===== src/rtl/dvfs_step_sequencer.sv =====
// Orders one voltage/frequency operating-point change for a power domain:
// voltage goes up before frequency rises, frequency comes down before voltage drops.
module dvfs_step_sequencer #(
    parameter int unsigned VW            = 2,
    parameter int unsigned FW            = 3,
    parameter int unsigned SETTLE_CYCLES = 4,
    parameter int unsigned ACK_TIMEOUT   = 16
) (
    input  logic          clk,
    input  logic          reset,
    input  logic          req_valid,
    output logic          req_ready,
    input  logic [VW-1:0] tgt_v,
    input  logic [FW-1:0] tgt_f,
    output logic [VW-1:0] vreg_set,
    output logic          vreg_req,
    input  logic          vreg_ack,
    output logic [FW-1:0] fsel,
    output logic [VW-1:0] cur_v,
    output logic          done,
    output logic          err
);

    localparam logic [2:0] StIdle       = 3'd0;
    localparam logic [2:0] StFApplyPre  = 3'd1;
    localparam logic [2:0] StVReq       = 3'd2;
    localparam logic [2:0] StVSettle    = 3'd3;
    localparam logic [2:0] StFApplyPost = 3'd4;
    localparam logic [2:0] StDone       = 3'd5;

    // One counter serves both the ack-wait and the settle interval.
    localparam int unsigned CntMax = (ACK_TIMEOUT > SETTLE_CYCLES) ? ACK_TIMEOUT : SETTLE_CYCLES;
    localparam int unsigned CW     = $clog2(CntMax + 1);

    localparam logic [CW-1:0] AckLast    = CW'(ACK_TIMEOUT - 1);
    localparam logic [CW-1:0] SettleLast = CW'(SETTLE_CYCLES - 1);

    logic [2:0]    state_q, state_d;
    logic [VW-1:0] tgt_v_q, tgt_v_d;
    logic [FW-1:0] tgt_f_q, tgt_f_d;
    logic [VW-1:0] cur_v_q, cur_v_d;
    logic [FW-1:0] fsel_q, fsel_d;
    logic          err_q, err_d;
    logic          up_q, up_d;
    logic [CW-1:0] cnt_q, cnt_d;

    always_comb begin
        state_d = state_q;
        tgt_v_d = tgt_v_q;
        tgt_f_d = tgt_f_q;
        cur_v_d = cur_v_q;
        fsel_d  = fsel_q;
        err_d   = err_q;
        up_d    = up_q;
        cnt_d   = cnt_q;

        case (state_q)
            StIdle: begin
                if (req_valid) begin
                    tgt_v_d = tgt_v;
                    tgt_f_d = tgt_f;
                    err_d   = 1'b0;
                    cnt_d   = '0;
                    if (tgt_v > cur_v_q) begin
                        up_d    = 1'b1;
                        state_d = StVReq;
                    end else if (tgt_v < cur_v_q) begin
                        up_d    = 1'b0;
                        state_d = StFApplyPre;
                    end else begin
                        up_d    = 1'b0;
                        state_d = StFApplyPost;
                    end
                end
            end
            StFApplyPre: begin
                fsel_d  = tgt_f_q;
                cnt_d   = '0;
                state_d = StVReq;
            end
            StVReq: begin
                if (vreg_ack) begin
                    cur_v_d = tgt_v_q;
                    cnt_d   = SettleLast;
                    state_d = StVSettle;
                end else if (cnt_q == AckLast) begin
                    // Timeout: a frequency already lowered on the down path stays lowered.
                    err_d   = 1'b1;
                    state_d = StIdle;
                end else begin
                    cnt_d = cnt_q + 1'b1;
                end
            end
            StVSettle: begin
                if (cnt_q == '0) begin
                    state_d = up_q ? StFApplyPost : StDone;
                end else begin
                    cnt_d = cnt_q - 1'b1;
                end
            end
            StFApplyPost: begin
                fsel_d  = tgt_f_q;
                state_d = StDone;
            end
            StDone: begin
                state_d = StIdle;
            end
            default: begin
                state_d = StIdle;
            end
        endcase
    end

    always_ff @(posedge clk or posedge reset) begin
        if (reset) begin
            state_q <= StIdle;
            tgt_v_q <= '0;
            tgt_f_q <= '0;
            cur_v_q <= '0;
            fsel_q  <= '0;
            err_q   <= 1'b0;
            up_q    <= 1'b0;
            cnt_q   <= '0;
        end else begin
            state_q <= state_d;
            tgt_v_q <= tgt_v_d;
            tgt_f_q <= tgt_f_d;
            cur_v_q <= cur_v_d;
            fsel_q  <= fsel_d;
            err_q   <= err_d;
            up_q    <= up_d;
            cnt_q   <= cnt_d;
        end
    end

    assign req_ready = (state_q == StIdle);
    assign vreg_req  = (state_q == StVReq);
    assign vreg_set  = (state_q == StVReq) ? tgt_v_q : cur_v_q;
    assign fsel      = fsel_q;
    assign cur_v     = cur_v_q;
    assign done      = (state_q == StDone);
    assign err       = err_q;

endmodule


===== config.mk =====
export PLATFORM = sky130hd
export DESIGN_NAME = dvfs_step_sequencer
export DESIGN_NICKNAME = d
export VERILOG_FILES = /design/src/rtl/dvfs_step_sequencer.sv
export SDC_FILE = /design/constraint.sdc
export NUM_CORES = 1
export LEC_CHECK = 0
export CORE_AREA = 2 2 62 64
export CTS_BUF_LIST = sky130_fd_sc_hd__clkbuf_16
export CTS_CLUSTER_SIZE = 24
export DETAILED_ROUTE_END_ITERATION = 16
export DIE_AREA = 0 0 64 66
export PLACE_DENSITY = 0.6
export SETUP_SLACK_MARGIN = 0.05
export SLEW_MARGIN = 20
export SYNTH_ARGS = -nofsm -noshare
export SYNTH_HDL_FRONTEND = slang
export SYNTH_SLANG_ARGS = --single-unit

===== constraint.sdc =====
create_clock -name clk -period 2.6 [get_ports clk]
set_input_delay 0.65 -clock clk [delete_from_list [all_inputs] [get_ports clk]]
set_output_delay 0.65 -clock clk [all_outputs]
set_load 0.01 [all_outputs]

# Word-level counts from Yosys, hierarchy flattened
# Index checks and enable logic that the tools add are counted.
# op_classes
addsub	2
magnitude_cmp	2
n_eq_ne	13
n_mux	19
n_reduce_logical	10
# ops
operator	count
2-to-1 mux 5 bit	4
case mux 5 bit (4 select lines)	1
2-to-1 mux 3 bit	6
case mux 3 bit (5 select lines)	1
!= test 2 bit, second input constant	4
AND reduction 4 bit	2
equality test 3 x 2 -> 1 bit, second input constant	2
equality test 3 bit, second input constant	2
adder 5 x 1 -> 5 bit, second input constant	1
equality test 5 x 4 -> 1 bit, second input constant	1
logical NOT 5 bit	1
2-to-1 mux 1 bit	5
subtractor 5 x 1 -> 5 bit, second input constant	1
AND reduction 2 bit	2
nonzero test 4 bit	1
equality test 3 x 1 -> 1 bit, second input constant	1
logical NOT 3 bit	1
!= test 3 x 1 -> 1 bit, second input constant	1
!= test 3 bit, second input constant	1
AND reduction 3 bit	1
> comparator 2 bit	1
< comparator 2 bit	1
2-to-1 mux 2 bit	1
!= test 2 x 1 -> 1 bit, second input constant	1
3 further kinds	3
# totals
reg_bits	20
inputBits	9
out_inout_bits	11
wordCells	54

# Logic depth before layout (Yosys ltp)
# depth
depth_word	5
depth_mapped	8

# Least setup slack after synthesis
# OpenSTA, ideal clock, no wires.
# synth_timing
path_kind	register -> output
startpoint	register state_q[2]
endpoint	output port vreg_set[0]
t_arrival_ps	1495
required_time_ps	1950
path_slack_ps	455
path_stages_with_launch	4
path_buffers	1
cell_sequence	dfrtp_1 -> buf_6 -> nor3b_1 -> mux2_2
# synth_between
elab_chain_len	2
# synth_lines
element	line_no	text
start: declaration	38	logic [2:0] state_q, state_d;
start signal: assignment	116	state_q <= StIdle;
start signal: assignment	125	state_q <= state_d;
equality test 3 x 2 -> 1 bit	-	
via vreg_req	16	output logic vreg_req,
2-to-1 mux 2 bit	138	assign vreg_set = (state_q == StVReq) ? tgt_v_q : cur_v_q;
end: declaration	15	output logic [VW-1:0] vreg_set,
# The timed path passes the listed nets, and every way through them passes these cells.

# Worst setup path after layout
# layout_timing
startpoint	register state_q[0]
endpoint	output port vreg_set[1]
# layout_between
elab_chain_len	2
# layout_lines
element	line_no
equality test 3 x 2 -> 1 bit	138
2-to-1 mux 2 bit	138
# No other way between the ends.

==> flow_summary_export.csv <==
group,metric,value,unit
routing,wl_per_cell,14.48,um
pwr,swShare,0.3581,
clock_tree,ctsLongestPathBuffers,2,
synthesis,async_flop_share,1.000,
finish,syn_to_final_growth,32.78,%
timing,hold_viol_final,0,
synthesis,syn_nets,134,
place,placed_cell_area,1489,um^2
pwr,clkPwrFrac,0.211,
synthesis,synth_flop_cell,"dfrtp_1",
finish,multi_input_area,645.6,um^2
worst_hold_path,min_path_cells,1,
floorplan,design.core.area,3551,um^2
clock_tree,cts_buffers,3,
critical_path,cp.required,1.95,ns
synthesis,synth_area_leader_cell,"dfrtp_1",
clock_tree,h-tree-depth,1,
routing,drt_iter0_drc,17,
synthesis,yosys-top-cells-area,"dfrtp_1 41%, mux2_2 12%, ha_1 5.2%",
routing,first_pass_iters,4,
critical_path,reg2regPathDepth,7,
synthesis,synth_top_area_frac,0.4149,
synthesis,syn_avg_cell_area,10.05,um^2
finish,final_cells,194,
clock_tree,cts_root_buf,"clkbuf_16",
global_routing,antenna_found_initial,0,
timing,setup_viol,0,
pwr,combPwrFrac,0.512,
global_routing,track_usage,0.1454,
synthesis,synth_cell_type_count,38,
synthesis,synthCells,120,
finish,nNetsFinal,161,
synthesis,yosysSeqAreaShare,0.4149,
run_status,status,"finished, final reports clean",
synthesis,synth_edf_count,0,
routing,met2WireLength,1.385,mm
place,io_buffers,19,
job,maxCapViolations,0,
global_routing,grt_pass1_vias,1006,
floorplan,die_area,4224,um^2
timing,period_share,0.9280,
place,placed_cells,190,
synthesis,ys_warn_count,0,
finish,register_area,500.5,um^2
timing,tightest_slew,0.4720,ns
timing,setup_tns,0,ns
pwr,p_switching,0.0007294,W
routing,top_layer,"met4",
clock_tree,clk_pin_slew,0.06,ns
routing,wl,2.810,mm
global_routing,grt_max_degree,21,
critical_path,crit_type,"reg -> out",
pwr,p_int,0.001308,W
timing,finalCriticalPeriod,2.413,ns
finish,final_area,1602,um^2
routing,route.vias.total,1027,
routing,wl_met1,1.223,mm
timing,finClkSkew,0.002035,ns
routing,wl_met3,186,um
critical_path,cp_max_fo,5,
place,dp_hpwl,2.015,mm
routing,final_antenna_net_count,0,
critical_path,end_kind,"output pin",
pwr,power,0.002037,W
critical_path,regToRegSetupSlack,0.26,ns
critical_path,startpoint_type,"flip-flop",
routing,viasPerCell,5.294,
global_routing,grt_pass1_wl,4.843,mm
critical_path,slowest_stage,"clkdlybuf4s50_1",
finish,fillers,339,
pwr,power.density,1272,nW/um^2
clock_tree,cts_tree,"built",
floorplan,start_util,0.3397,
synthesis,synth_common_cells,"20 x dfrtp_1, 13 x mux2_2, 10 x inv_1, 10 x o21ai_0, 9 x nand2_1",
finish,layout-drive-gt1-share,0.2329,
place,finalWeightedCongestion,0.8782,
clock_tree,insertion_delay,0.25,ns
floorplan,rows,22,
synthesis,syn_area,1206,um^2
timing,max_freq,414.5,MHz
timing,slew_violations,0,
finish,diodes,0,
pwr,pwr-share-seq,0.277,
routing,drc,0,
clock_tree,clock-sinks,20,
floorplan,die_h,66,um
timing,timing.hold.ws,0.5016,ns
timing,max_slew_margin,0.6834,
synthesis,yosys.cell_count.top_type,"dfrtp_1",
floorplan,die_w,64,um
pwr,ir_drop,0.6554,mV
clock_tree,ctsHoldBuffers,0,
floorplan,pin_count,20,
global_routing,grt_overflow,0,
critical_path,cpPeakStageDelay,0.58,ns
worst_hold_path,hp-class,"reg -> reg",
critical_path,arrival,1.76,ns
pwr,p_leak,0.6817,nW
critical_path,cp_cell_sequence,"nor3b_2 > buf_4 > nand2_1 > o21ai_0 > clkdlybuf4s50_1",
timing,rsz0062_at_grt,"false",
synthesis,ys_seq_elements,20,
## power groups by stage
| stage | Clock, W | Sequential (W) | Combinational (W) |
|---|---|---|---|
| final | 0.000431 | 0.000564 | 0.00104 |
| after global placement | 0 | 0.000560 | 0.00102 |
| after detailed placement | 0 | 0.000567 | 0.00104 |
| after global routing | 0.000460 | 0.000585 | 0.00115 |
| after CTS | 0.000443 | 0.000566 | 0.00105 |
| after floorplan | 0 | 0.000568 | 0.000665 |
## sequential cells by signal, indices dropped and copies added (netlist names)
name,cells
tgt_f_q,3
err,1
up_q,1
fsel,3
cur_v,2
cnt_q,5
tgt_v_q,2
state_q,3
## layer usage
layer,track usage,vias to the layer above
met5,0,-
met4,0.02989,0
met3,0.04089,3
met2,0.2461,32
met1,0.1845,500
li1,-,492
## worst paths after layout
check	to	start
setup / recovery	vreg_set[1]	state_q[0]
hold / removal	up_q	up_q
min in group asynchronous	tgt_f_q[0]	reset
setup reg to reg	state_q[1]	cnt_q[1]
max in group asynchronous	cnt_q[4]	reset
hold reg to reg	up_q	up_q
## placed cells by master (no fill, tap or decap), types with 2 or more instances in the layout
cell type        Yosys  final
a21oi_1              6      6
a22o_1               2      2
a31oi_1              4      4
buf_4                0      8
clkbuf_16            0      3
clkdlybuf4s50_1      0     18
dfrtp_1             20     20
ha_1                 5      5
inv_1               10     10
mux2_2              13     13
nand2_1              9      9
nand3b_1             3      3
nor2_1               2      2
nor3_1               3      3
o211ai_1             2      2
o21ai_0             10     10
o31ai_1              2      2
or2_2                2      2
or3b_2               2      2
## worst max-delay path, delay by kind of cell (launching register included)
kind	cells	cell delay, ns
buffers and inverters	2	0.75
DFF	1	0.39
and+or+nand+nor	2	0.28
AOI/OAI and AO/OA	1	0.09
## cell type report
class,count,share of cell area
Inverter,10,0.02344
Tap cell,48,0.03750
Clock buffer,3,0.04687
Timing Repair Buffer,27,0.1578
Multi-Input combinational cell,85,0.4031
Sequential cell,20,0.3125
Clock inverter,1,0.01875
## what timing repair did
item                       4_1_cts  5_1_grt
setup endpoints to repair        1        1
gates cloned                     0        0
resized for setup                1        1
setup buffers                    0        0
pin swaps                        0        0
## stage by stage
step / util / setup slack (ns)
after floorplan: - / 0.4547
after global placement: 0.4193 / 0.2116
after detailed placement: 0.4193 / 0.1704
after CTS: 0.4503 / 0.1156
after global routing: 0.4510 / 0.08202
final: 0.4510 / 0.1872
## kinds of logic (layout without fill, tap and decap cells)
group	after synthesis	after routing	share of synthesized area
buffers and inverters	15	41	0.05394
and+or+nand+nor	32	32	0.1681
AOI/OAI and AO/OA	34	34	0.1826
adders and majority gates	5	5	0.05187
DFF	20	20	0.4149
muxes	13	13	0.1214
xor gates and xnor gates	1	1	0.007263
(Power assumes the default switching activity.)
